**src/rtl/spram_fifo_ctrl.sv**
```systemverilog
// rtl/spram_fifo_ctrl.sv - FIFO controller over a single-port synchronous RAM
//
// Turns one single-port RAM (one access per cycle, registered read data with
// 1-cycle latency) into a FIFO. Writes and reads share the RAM port under
// round-robin arbitration; read data lands in a 2-entry output skid buffer so
// the read side can stream one word per cycle.
//
// Ports:
//   clk, rst_n        clock (posedge) and synchronous active-low reset
//   wr_valid/wr_data  producer word in; wr_ready high when it is accepted
//   rd_valid/rd_data  head word out; popped when rd_valid && rd_ready
//   ram_we/ram_addr   RAM port control; ram_din mirrors wr_data
//   ram_dout          RAM registered read data (valid 1 cycle after a read)
//   level             words held in RAM + in flight + output buffer
//   full, empty       RAM occupancy full / nothing held anywhere
module spram_fifo_ctrl #(
  parameter int DATA = 16,
  parameter int ADDR = 5
) (
  input  logic              clk,
  input  logic              rst_n,
  input  logic              wr_valid,
  input  logic [DATA-1:0]   wr_data,
  output logic              wr_ready,
  output logic              rd_valid,
  output logic [DATA-1:0]   rd_data,
  input  logic              rd_ready,
  output logic              ram_we,
  output logic [ADDR-1:0]   ram_addr,
  output logic [DATA-1:0]   ram_din,
  input  logic [DATA-1:0]   ram_dout,
  output logic [ADDR+1:0]   level,
  output logic              full,
  output logic              empty
);

  localparam int LVLW = ADDR + 2;
  localparam logic [ADDR:0] MEM_FULL = {1'b1, {ADDR{1'b0}}};

  typedef enum logic {GRANT_WR = 1'b0, GRANT_RD = 1'b1} grant_e;

  logic [ADDR-1:0] wr_ptr_q, wr_ptr_d;
  logic [ADDR-1:0] rd_ptr_q, rd_ptr_d;
  logic [ADDR:0]   mem_cnt_q, mem_cnt_d;
  logic            inflight_q, inflight_d;
  logic [1:0]      out_cnt_q, out_cnt_d;
  logic [DATA-1:0] buf0_q, buf0_d;
  logic [DATA-1:0] buf1_q, buf1_d;
  grant_e          last_grant_q, last_grant_d;

  logic            pop;
  logic            wreq;
  logic            rreq;
  logic [2:0]      credit;
  logic            grant_wr;
  logic            grant_rd;

  assign full     = (mem_cnt_q == MEM_FULL);
  assign rd_valid = (out_cnt_q != 2'd0);
  assign rd_data  = buf0_q;
  assign pop      = rd_valid && rd_ready;
  assign wreq     = wr_valid && !full;

  // Buffer slots already spoken for after this cycle's pop; a new read may be
  // issued only if its return data is guaranteed a free slot.
  assign credit = {1'b0, out_cnt_q} + {2'b00, inflight_q} - {2'b00, pop};
  assign rreq   = (mem_cnt_q != '0) && (credit < 3'd2);

  always_comb begin
    grant_wr = 1'b0;
    grant_rd = 1'b0;
    if (wreq && rreq) begin
      grant_wr = (last_grant_q == GRANT_RD);
      grant_rd = (last_grant_q == GRANT_WR);
    end else begin
      grant_wr = wreq;
      grant_rd = rreq;
    end
  end

  // Gated by rst_n so nothing is accepted or written while reset is held,
  // even before the first reset edge has cleared the state.
  assign wr_ready = grant_wr && rst_n;
  assign ram_we   = grant_wr && rst_n;
  assign ram_addr = grant_wr ? wr_ptr_q : rd_ptr_q;
  assign ram_din  = wr_data;

  assign level = LVLW'(mem_cnt_q) + LVLW'(inflight_q) + LVLW'(out_cnt_q);
  assign empty = (level == '0);

  always_comb begin
    wr_ptr_d     = wr_ptr_q;
    rd_ptr_d     = rd_ptr_q;
    mem_cnt_d    = mem_cnt_q;
    last_grant_d = last_grant_q;
    inflight_d   = grant_rd;
    if (grant_wr) begin
      wr_ptr_d     = wr_ptr_q + 1'b1;
      mem_cnt_d    = mem_cnt_q + 1'b1;
      last_grant_d = GRANT_WR;
    end else if (grant_rd) begin
      rd_ptr_d     = rd_ptr_q + 1'b1;
      mem_cnt_d    = mem_cnt_q - 1'b1;
      last_grant_d = GRANT_RD;
    end
  end

  // Output skid buffer: buf0 is the head. Returning RAM data goes to the
  // first free slot after any simultaneous pop has shifted buf1 forward.
  always_comb begin
    buf0_d    = buf0_q;
    buf1_d    = buf1_q;
    out_cnt_d = out_cnt_q;
    case ({inflight_q, pop})
      2'b10: begin
        if (out_cnt_q == 2'd0) buf0_d = ram_dout;
        else                   buf1_d = ram_dout;
        out_cnt_d = out_cnt_q + 2'd1;
      end
      2'b01: begin
        buf0_d    = buf1_q;
        out_cnt_d = out_cnt_q - 2'd1;
      end
      2'b11: begin
        if (out_cnt_q == 2'd1) begin
          buf0_d = ram_dout;
        end else begin
          buf0_d = buf1_q;
          buf1_d = ram_dout;
        end
      end
      default: ;
    endcase
  end

  always_ff @(posedge clk) begin
    if (!rst_n) begin
      wr_ptr_q     <= '0;
      rd_ptr_q     <= '0;
      mem_cnt_q    <= '0;
      inflight_q   <= 1'b0;
      out_cnt_q    <= 2'd0;
      buf0_q       <= '0;
      buf1_q       <= '0;
      last_grant_q <= GRANT_RD;
    end else begin
      wr_ptr_q     <= wr_ptr_d;
      rd_ptr_q     <= rd_ptr_d;
      mem_cnt_q    <= mem_cnt_d;
      inflight_q   <= inflight_d;
      out_cnt_q    <= out_cnt_d;
      buf0_q       <= buf0_d;
      buf1_q       <= buf1_d;
      last_grant_q <= last_grant_d;
    end
  end

endmodule

```
**config.mk**
```make
export PLATFORM = sky130hd
export DESIGN_NAME = spram_fifo_ctrl
export DESIGN_NICKNAME = d
export VERILOG_FILES = /design/src/rtl/spram_fifo_ctrl.sv
export SDC_FILE = /design/constraint.sdc
export NUM_CORES = 1
export LEC_CHECK = 0
export CAP_MARGIN = 10
export CELL_PAD_IN_SITES_DETAIL_PLACEMENT = 1
export CELL_PAD_IN_SITES_GLOBAL_PLACEMENT = 1
export CORE_ASPECT_RATIO = 0.8
export CORE_MARGIN = 2
export CORE_UTILIZATION = 38
export CTS_CLUSTER_SIZE = 30
export DETAILED_ROUTE_END_ITERATION = 7
export GPL_ROUTABILITY_DRIVEN = 0
export GPL_TIMING_DRIVEN = 0
export PLACE_DENSITY_LB_ADDON = 0.1
export SLEW_MARGIN = 20
export SYNTH_ARGS = -nofsm -noshare
export SYNTH_HDL_FRONTEND = slang
export SYNTH_SLANG_ARGS = --single-unit
```
**constraint.sdc**
```tcl
create_clock -name clk -period 5.4 [get_ports clk]
set_input_delay 0.54 -clock clk [delete_from_list [all_inputs] [get_ports clk]]
set_output_delay 0.54 -clock clk [all_outputs]
set_load 0.005 [all_outputs]
```
==> impl_metrics.csv, run 1 <==
group,metric,value,unit
min_path,min_to,"wr_ptr_q[4]",
synth,synth_area,0.00279,mm^2
final_layout,stdcell_count,461,
synth,netlist_top_cells_area,"dfxtp_1, mux2i_1, nor2_1",
synth,synth_most_common_cell,"dfxtp_1",
setup_path,worst-r2r-setup-slack,1.29,ns
setup_path,critPathTopFamily,"buffers and inverters",
cts,cts_tree,"done",
power,power_density,568,mW/mm^2
timing,max_slew_margin,48.6,%
drt,final_antenna_net_count,0,
cts,clk_path_buf_depth,2,
timing,setup_viol,0,
cts,cts_made_buffers,5,
floorplanning,initial_core_util,39.9,%
timing,finalCritPeriodShare,82.2,%
place,dp.cells,453,
floorplanning,pin_count,85,
setup_path,critical_path.max_fanout,10,
timing,hold_slack,0.480,ns
setup_path,reg2reg_to,"mem_cnt_q[5]",
power,ir_drop,159,uV
cts,cts_resized,0,
drt,wl_per_cell,14.8,um
setup_path,crit_arrival,3.90,ns
synth,yosys_warnings,0,
synth,syn-num-nets,347,
place,dp_slack,1.09,ns
cts,clkTransAtPathRegs,0.10,ns
floorplanning,fp.dieArea,0.00804,mm^2
timing,min_period,4.44,ns
synth,yosysTopAreaCell,"dfxtp_1",
floorplanning,die_h,80.6,um
cts,postCtsHoldBufs,0,
global_routing,grt_remaining_overflow,0,
synth,synth_edf_count,0,
setup_path,path_buf_inv,5,
setup_path,crit_slowest_cell,"dfxtp_1",
cts,htree_num_levels,2,
floorplanning,die_w,99.8,um
drt,drtIter0Drc,45,
cts,insertion_delay,0.30,ns
setup_path,cpMostUsedCell,"nand2_1",
timing,finalWorstSetupSlack,0.963,ns
synth,synthCells,298,
power,p_leak,1.53,nW
setup_path,worst_ep_required_time,4.86,ns
cts,post_cts_buffers,0,
floorplanning,fp-row-count,27,
setup_path,critPathMaxStageDelay,0.44,ns
synth,synth_cell_types,44,
setup_path,r2r_cells,18,
synth,synth_common_cells,"dfxtp_1, nor2_1, mux2i_1, buf_4, a211oi_1",
min_path,holdPathStages,2,
setup_path,cp_cell_sequence,"inv_1 > ha_1 > inv_1 > nand2_1 > xnor2_1 > nand2_1 > fa_1 > xnor2_1 > nand2_1 > o311a_1 > buf_6 > inv_2 > mux2_2 > clkdlybuf4s50_1",
setup_path,rr_startpoint,"out_cnt_q[1]",
setup_path,worstSetupEndpointType,"output pin",
drt,dr_wl_met2,3240,um
timing,fmax,0.225,GHz
drt,dr_wl_met3,270,um
final_layout,fin_nets,422,
drt,dr.pass1.iters,4,
min_path,hold_path_class,"register to register",
synth,synth_top_area_share,37.3,%
place,port_buffers,68,
global_routing,grt_pass1_vias,2301,
synth,seq_area_frac_synth,37.3,%
setup_path,crit_type,"register to output pin",
timing,finalSetupTns,0,ns
drt,wl_met1,3290,um
synth,async_reset_ff_share,0,%
global_routing,grt_pass1_wl,11000,um
synth,avgSynthCellArea,9.36,um^2
drt,vias_per_cell,5.02,
final_layout,drive_gt1_share,11.2,%
drt,vias,2316,
status,status,"finished, final reports clean",
timing,report.final.slew_viol_count,0,
job,maxCapViolCount,0,
cts,cts.sinks,52,
min_path,min_from,"wr_ptr_q[4]",
cts,cts_root_buffer,"clkbuf_8",
timing,skew,0.00584,ns
setup_path,startpoint_type,"register",
global_routing,track_usage,17.2,%
final_layout,stdcell_area,0.00369,mm^2
final_layout,diodes,0,
synth,ys_ff_latch,52,
drt,top_layer_used,"met4",
place,hpwlAfterDp,5290,um
synth,synthFlopType,"dfxtp_1",
final_layout,areaGrowthSynthToFinish,32.4,%
timing,rsz0062_at_grt,"no",
global_routing,grt_max_degree,18,
place,dpl_cell_area,0.00358,mm^2
drt,drc,0,
global_routing,antenna_found_initial,0,
timing,finalHoldViolations,0,
floorplanning,core_region_area,0.00699,mm^2
timing,tightest_slew,0.769,ns
drt,routed_wl,6830,um
==> tightest hold or removal path, stage by stage, from the launching register on <==
cell	delay, ns
dfxtp_1	0.33
nand2_1	0.05
mux2i_1	0.06
==> per-stage QoR <==
step	total power, mW	utilization (%)
finish	2.10	52.8
global route	2.29	52.8
CTS	2.12	52.8
detailed placement	1.85	51.2
global placement	1.79	51.2
floorplan	1.39	-
==> per-layer routing <==
metal	global-route usage (%)	vias up
li1	-	1156
met1	23.0	1101
met2	29.2	57
met3	2.87	2
met4	3.70	0
met5	0	-
==> cells by family (layout without fill, tap and decap cells) <==
kind of cell / after synthesis / count (layout) / synth area share [%]
fa+ha+maj: 13 / 13 / 6.91
compound gates: 41 / 41 / 11.1
mux: 47 / 47 / 17.0
xor+xnor: 14 / 14 / 4.40
buf+inv: 45 / 121 / 9.20
flops: 52 / 52 / 37.3
simple gates: 86 / 86 / 14.0
==> worst max-delay path by stage <==
stage                               to  slack (ns)    startpoint  depth (start not counted)
after global routing       ram_addr[1]        0.59  out_cnt_q[1]                         14
after floorplan           mem_cnt_q[5]        1.72  out_cnt_q[1]                         18
final                      ram_addr[1]        0.96  out_cnt_q[1]                         14
after global placement     ram_addr[1]        1.17      rd_ready                         12
after detailed placement  mem_cnt_q[5]        1.09      rd_ready                         16
after CTS                  ram_addr[1]        0.93  out_cnt_q[1]                         14
==> cells in the final DEF (no fill, tap or decap), types with 3 or more instances in the layout <==
master,Yosys,routed
or3_1,3,3
a211oi_1,17,17
mux2_2,4,4
inv_1,13,13
clkdlybuf4s50_1,0,68
nand2b_1,4,4
nand3_1,3,3
dfxtp_1,52,52
a21o_1,4,4
buf_4,19,19
xnor2_1,12,12
nand2_1,14,14
mux2i_1,43,43
nand4_1,3,3
a21oi_1,5,5
fa_1,4,4
nor2_1,48,48
clkbuf_1,7,7
o21ai_0,5,5
ha_1,9,9
clkbuf_8,0,5
==> cell type report <==
cell class,instances,area (um^2)
clock inverters,3,46.3
repair buffers,68,681
multi-input cells,201,1490
flip-flops and latches,52,1040
well taps,87,109
inverters,14,52.6
clock buffers,5,68.8
plain buffers,31,204
fillers,816,3300
==> registers in the layout, summed over array words and instances, names as in the netlist <==
name / cells
mem_cnt_q: 6
rd_data: 16
buf1_q: 16
inflight_q: 1
rd_ptr_q: 5
wr_ptr_q: 5
last_grant_q: 1
out_cnt_q: 2
==> report_power, final <==
group / switching (mW) / total (mW) / leakage [nW] / internal, mW
registers: 0.112 / 0.616 / 0.425 / 0.504
logic: 0.570 / 1.21 / 1.05 / 0.640
clock network: 0.134 / 0.273 / 0.0548 / 0.140
total: 0.816 / 2.10 / 1.53 / 1.28
Note: power is estimated with default switching activity, not from simulation.
==> run 2, diff against run 1 <==
--- a/config.mk
+++ b/config.mk
@@ -10,7 +10,7 @@
 export CELL_PAD_IN_SITES_GLOBAL_PLACEMENT = 1
 export CORE_ASPECT_RATIO = 0.8
 export CORE_MARGIN = 2
-export CORE_UTILIZATION = 38
+export CORE_UTILIZATION = 31
 export CTS_CLUSTER_SIZE = 30
 export DETAILED_ROUTE_END_ITERATION = 7
 export GPL_ROUTABILITY_DRIVEN = 0
==> constraint.sdc (replaced) <==
create_clock -name clk -period 4 [get_ports clk]
set_input_delay 0.4 -clock clk [delete_from_list [all_inputs] [get_ports clk]]
set_output_delay 0.4 -clock clk [all_outputs]
set_load 0.005 [all_outputs]
==> run 2 against run 1 <==
  * Critical path depth increased by 4
  * Sequential share of layout area decreased by 0.45 points
  * Worst hold slack improved by 0.0028 ns
  * Wire length increased by 0.57%
  * Worst setup slack got worse by 0.71 ns
  * Register-to-register slack got worse by 1.0 ns
  * Die area increased by 22%
  * First-iteration DRC count decreased by 20%
  * Non-clock buffer count increased by 2
  * Highest routed layer unchanged
==> impl_metrics.csv, run 2 (synthesis gave the netlist of run 1 again) <==
group,metric,value,unit
job,maxCapViolCount,0,
cts,cts_root_buffer,"clkbuf_8",
drt,dr.pass1.iters,4,
place,hpwlAfterDp,5370,um
timing,hold_slack,0.483,ns
setup_path,crit_type,"register to register",
final_layout,final_core_util,44.0,%
timing,finalHoldViolations,0,
timing,min_period,3.75,ns
floorplanning,fp.dieArea,0.00978,mm^2
drt,drc,0,
setup_path,startpoint_type,"register",
drt,wl_per_cell,14.1,um
floorplanning,pin_count,85,
global_routing,track_usage,14.8,%
setup_path,crit_arrival,3.99,ns
final_layout,mostFrequentLayoutCells,"clkdlybuf4s50_1, dfxtp_1, nor2_1",
place,dp.cells,478,
floorplanning,fp-row-count,30,
drt,final_antenna_net_count,0,
cts,insertion_delay,0.31,ns
power,clkPwrFrac,11.2,%
cts,htree_num_levels,2,
floorplanning,die_w,110,um
power,swShare,39.7,%
cts,cts.sinks,52,
place,dp_slack,-0.213,ns
global_routing,grt_pass1_wl,11300,um
power,ir_drop,343,uV
min_path,hold_path_class,"register to register",
timing,finalWorstSetupSlack,0.252,ns
timing,fmax,0.267,GHz
cts,cts_made_buffers,5,
final_layout,fin_nets,424,
timing,skew,0.0126,ns
global_routing,antenna_found_initial,0,
final_layout,final_common_cell,"clkdlybuf4s50_1",
power,p_leak,1.58,nW
power,power_density,756,mW/mm^2
drt,routed_wl,6870,um
setup_path,critical_path.max_fanout,10,
power,power.share.sequential,28.9,%
drt,vias_per_cell,4.73,
setup_path,worst-r2r-setup-slack,0.25,ns
final_layout,diodes,0,
timing,max_slew_margin,49.6,%
floorplanning,initial_core_util,32.4,%
cts,clkTransAtPathRegs,0.10,ns
floorplanning,core_region_area,0.00860,mm^2
final_layout,drive_gt1_share,14.4,%
drt,vias,2308,
final_layout,fillers,1009,
drt,drtIter0Drc,36,
timing,report.final.slew_viol_count,0,
final_layout,stdcell_count,488,
timing,rsz0062_at_grt,"no",
global_routing,grt_max_degree,19,
timing,setup_viol,0,
cts,postCtsHoldBufs,0,
setup_path,worstSetupEndpointType,"register",
global_routing,grt_pass1_vias,2390,
power,p_int,1.72,mW
power,p_sw,1.13,mW
power,power_frac_comb,59.8,%
floorplanning,die_h,88.8,um
place,port_buffers,68,
cts,clk_path_buf_depth,2,
final_layout,areaGrowthSynthToFinish,35.5,%
timing,finalCritPeriodShare,93.7,%
global_routing,grt_remaining_overflow,0,
timing,tightest_slew,0.755,ns
status,status,"finished, final reports clean",
cts,cts_tree,"done",
setup_path,worst_ep_required_time,4.24,ns
-- run 2: worst paths after layout --
kind	endpoint	cells past startpoint	startpoint
worst max register to register	mem_cnt_q[5]	18	out_cnt_q[0]
worst min register to register	wr_ptr_q[4]	2	wr_ptr_q[4]
worst min-delay path	wr_ptr_q[4]	2	wr_ptr_q[4]
worst max-delay path	mem_cnt_q[5]	18	out_cnt_q[0]
-- run 2: per-stage QoR --
step / instance area (um^2) / TNS (ns) / power [mW]
global route: 3780 / 0 / 3.12
global placement: 3610 / -0.119 / 2.45
finish: 3780 / 0 / 2.86
detailed placement: 3610 / -0.213 / 2.49
floorplan: 2790 / 0 / 1.88
CTS: 3730 / 0 / 2.86
-- run 2: timing repair --
| action | in CTS | in global routing |
|---|---|---|
| gates resized for setup | 8 | 10 |
| setup buffers | 0 | 2 |
| setup endpoints to repair | 8 | 6 |
| gates cloned | 0 | 0 |
| pin swaps | 0 | 2 |
-- run 2: metal layers --
| layer | wire length (um) | global-route usage (%) | part of all wire [%] | vias to the layer above |
|---|---|---|---|---|
| met1 | 3310 | 20.5 | 48 | 1094 |
| li1 | - | - | - | 1155 |
| met2 | 3130 | 23.8 | 46 | 57 |
| met3 | 401 | 3.24 | 5.8 | 2 |
| met4 | 27 | 3.45 | 0.39 | 0 |
| met5 | 0 | 0 | 0 | - |
-- run 2: layout make-up --
class / count / area [um^2] / share of cell area (%)
multi-input combinational: 201 / 1530 / 40.5
sequential: 52 / 1050 / 27.7
timing repair buffer: 70 / 701 / 18.5
buffer: 31 / 204 / 5.40
tap: 112 / 140 / 3.71
clock buffer: 5 / 68.8 / 1.82
inverter: 14 / 57.6 / 1.52
clock inverter: 3 / 27.5 / 0.728
-- run 2: power by group through the flow --
stage          logic (mW)  registers (mW)  clock network [mW]
2_1_floorplan        1.07           0.813                   0
3_3_place_gp         1.61           0.840                   0
3_5_place_dp         1.64           0.844                   0
4_1_cts              1.68           0.840               0.337
5_1_grt              1.90           0.856               0.365
6_report             1.71           0.827               0.321
-- run 2: worst max-delay path, stage by stage (launching register included) --
cell      delay [ns]
dfxtp_4         0.37
inv_1           0.06
ha_2            0.20
inv_2           0.09
nand2_4         0.10
xnor2_4         0.17
nand2_2         0.09
fa_2            0.41
xnor2_2         0.20
nand2_1         0.10
o311a_1         0.31
buf_6           0.16
inv_6           0.10
ha_1            0.25
a211oi_1        0.29
o21bai_1        0.12
a21oi_1         0.23
mux2i_1         0.25
mux2i_1         0.19
==> run 3, diff against run 2 <==
--- a/config.mk
+++ b/config.mk
@@ -16,6 +16,7 @@
 export GPL_ROUTABILITY_DRIVEN = 0
 export GPL_TIMING_DRIVEN = 0
 export PLACE_DENSITY_LB_ADDON = 0.1
+export SKIP_CTS_REPAIR_TIMING = 1
 export SLEW_MARGIN = 20
 export SYNTH_ARGS = -nofsm -noshare
 export SYNTH_HDL_FRONTEND = slang
==> run 3 against run 2 <==
  * First-iteration DRC count is 8.3% higher
  * Utilization decreased by 0.22 points
  * Non-clock buffer count stayed put
  * Largest power group unchanged
  * Cell count unchanged
==> impl_metrics.csv, run 3 (synthesis gave the netlist of run 1 again) <==
group,metric,value,unit
setup_path,worst_ep_required_time,3.60,ns
final_layout,seq_area,0.00105,mm^2
job,maxCapViolCount,0,
final_layout,areaGrowthSynthToFinish,34.9,%
global_routing,grt_max_degree,19,
setup_path,crit_arrival,3.43,ns
timing,finalHoldViolations,0,
cts,clkTransAtPathRegs,0.10,ns
floorplanning,fp.dieArea,0.00978,mm^2
timing,skew,0.0124,ns
drt,routed_wl,6850,um
drt,drc,0,
floorplanning,fp-row-count,30,
final_layout,final_common_cell,"clkdlybuf4s50_1",
setup_path,reg2reg_to,"mem_cnt_q[5]",
timing,finalWorstSetupSlack,0.173,ns
timing,finalSetupTns,0,ns
timing,setup_viol,0,
setup_path,crit_type,"register to output pin",
setup_path,crit_path_end,"ram_addr[0]",
timing,min_period,3.83,ns
floorplanning,initial_core_util,32.4,%
final_layout,mostFrequentLayoutCells,"clkdlybuf4s50_1, dfxtp_1, nor2_1",
floorplanning,die_w,110,um
timing,tightest_slew,0.756,ns
drt,vias_per_cell,4.72,
final_layout,multi_input_area,0.00152,mm^2
setup_path,worst-r2r-setup-slack,0.28,ns
power,power_frac_comb,59.6,%
final_layout,drive_gt1_share,14.1,%
cts,insertion_delay,0.31,ns
timing,report.final.slew_viol_count,0,
setup_path,crit_start,"out_cnt_q[0]",
floorplanning,pin_count,85,
power,p_int,1.72,mW
setup_path,rr_startpoint,"out_cnt_q[0]",
floorplanning,core_region_area,0.00860,mm^2
cts,clk_path_buf_depth,2,
global_routing,antenna_found_initial,0,
floorplanning,die_h,88.8,um
place,dp_slack,-0.213,ns
global_routing,track_usage,14.7,%
power,ir_drop,343,uV
power,power_density,755,mW/mm^2
final_layout,final_core_util,43.8,%
drt,vias,2304,
timing,finalCritPeriodShare,95.7,%
drt,wl_per_cell,14.0,um
cts,cts_made_buffers,5,
min_path,hold_path_class,"register to register",
global_routing,grt_pass1_wl,11100,um
power,p_leak,1.55,nW
global_routing,grt_remaining_overflow,0,
cts,cts_tree,"done",
power,swShare,39.6,%
cts,cts.sinks,52,
final_layout,diodes,0,
setup_path,worstSetupEndpointType,"output pin",
final_layout,fin_nets,424,
timing,fmax,0.261,GHz
drt,final_antenna_net_count,0,
place,port_buffers,68,
place,hpwlAfterDp,5370,um
global_routing,grt_pass1_vias,2364,
drt,dr.pass1.iters,4,
drt,drtIter0Drc,39,
setup_path,r2r_cells,18,
status,status,"finished, final reports clean",
cts,htree_num_levels,2,
final_layout,fillers,1014,
power,clkPwrFrac,11.3,%
timing,max_slew_margin,49.5,%
power,power.share.sequential,29.1,%
setup_path,startpoint_type,"register",
power,p_sw,1.12,mW
cts,cts_root_buffer,"clkbuf_8",
setup_path,critical_path.max_fanout,10,
run 3: cell count changes in the layout (fill, tap and decap cells not counted):
cell	previous run	this run
clkdlybuf4s50_1	66	68
nand2_2	1	0
dlymetal6s2s_1	2	0
xnor2_4	1	0
xnor2_2	1	2
nand2_1	12	13
run 3: worst min path at each step:
stage	startpoint	end	slack [ns]	cells after the start
final	wr_ptr_q[4]	wr_ptr_q[4]	0.48	2
after global placement	wr_ptr_q[4]	wr_ptr_q[4]	0.45	2
after CTS	wr_ptr_q[4]	wr_ptr_q[4]	0.49	2
after floorplan	wr_ptr_q[4]	wr_ptr_q[4]	0.44	2
after global routing	wr_ptr_q[4]	wr_ptr_q[4]	0.51	2
after detailed placement	wr_ptr_q[4]	wr_ptr_q[4]	0.47	2
run 3: worst max-delay path, stage by stage (launching register included):
cell and delay, ns:
dfxtp_4 0.37, inv_1 0.07, ha_2 0.20, inv_2 0.09, nand2_4 0.09, xnor2_2 0.16, nand2_1 0.11, fa_2 0.37
xnor2_2 0.20, nand2_1 0.10, o311a_1 0.31, buf_6 0.15, inv_6 0.10, mux2_2 0.34, clkdlybuf4s50_1 0.45
run 3: area by class of cell:
type,instances,share of cell area [%]
Clock buffer,5,1.83
Multi-Input combinational cell,201,40.4
Tap cell,112,3.73
Sequential cell,52,27.9
Timing Repair Buffer,70,18.5
Buffer,31,5.42
Inverter,14,1.53
Clock inverter,3,0.732
run 3: routing by layer:
| metal | vias to the layer above | wire [um] | GRT usage, % |
|---|---|---|---|
| met5 | - | 0 | 0 |
| met4 | 0 | 27 | 3.45 |
| met3 | 2 | 394 | 3.24 |
| met2 | 57 | 3110 | 23.4 |
| met1 | 1091 | 3320 | 20.3 |
| li1 | 1154 | - | - |
run 3: power groups by stage:
stage	registers, mW	logic [mW]	clock network [mW]
CTS	0.832	1.65	0.337
detailed placement	0.844	1.64	0
global placement	0.840	1.61	0
finish	0.826	1.69	0.321
floorplan	0.813	1.07	0
global route	0.855	1.89	0.365
run 3: metrics by stage:
stage                     hold slack, ns  total power, mW  cells  instance area [um^2]
after floorplan                    0.442             1.88    298                  2790
after global placement             0.453             2.45    478                  3610
after detailed placement           0.470             2.49    478                  3610
after CTS                          0.486             2.82    486                  3710
after global routing               0.512             3.11    488                  3760
final                              0.483             2.84    488                  3760
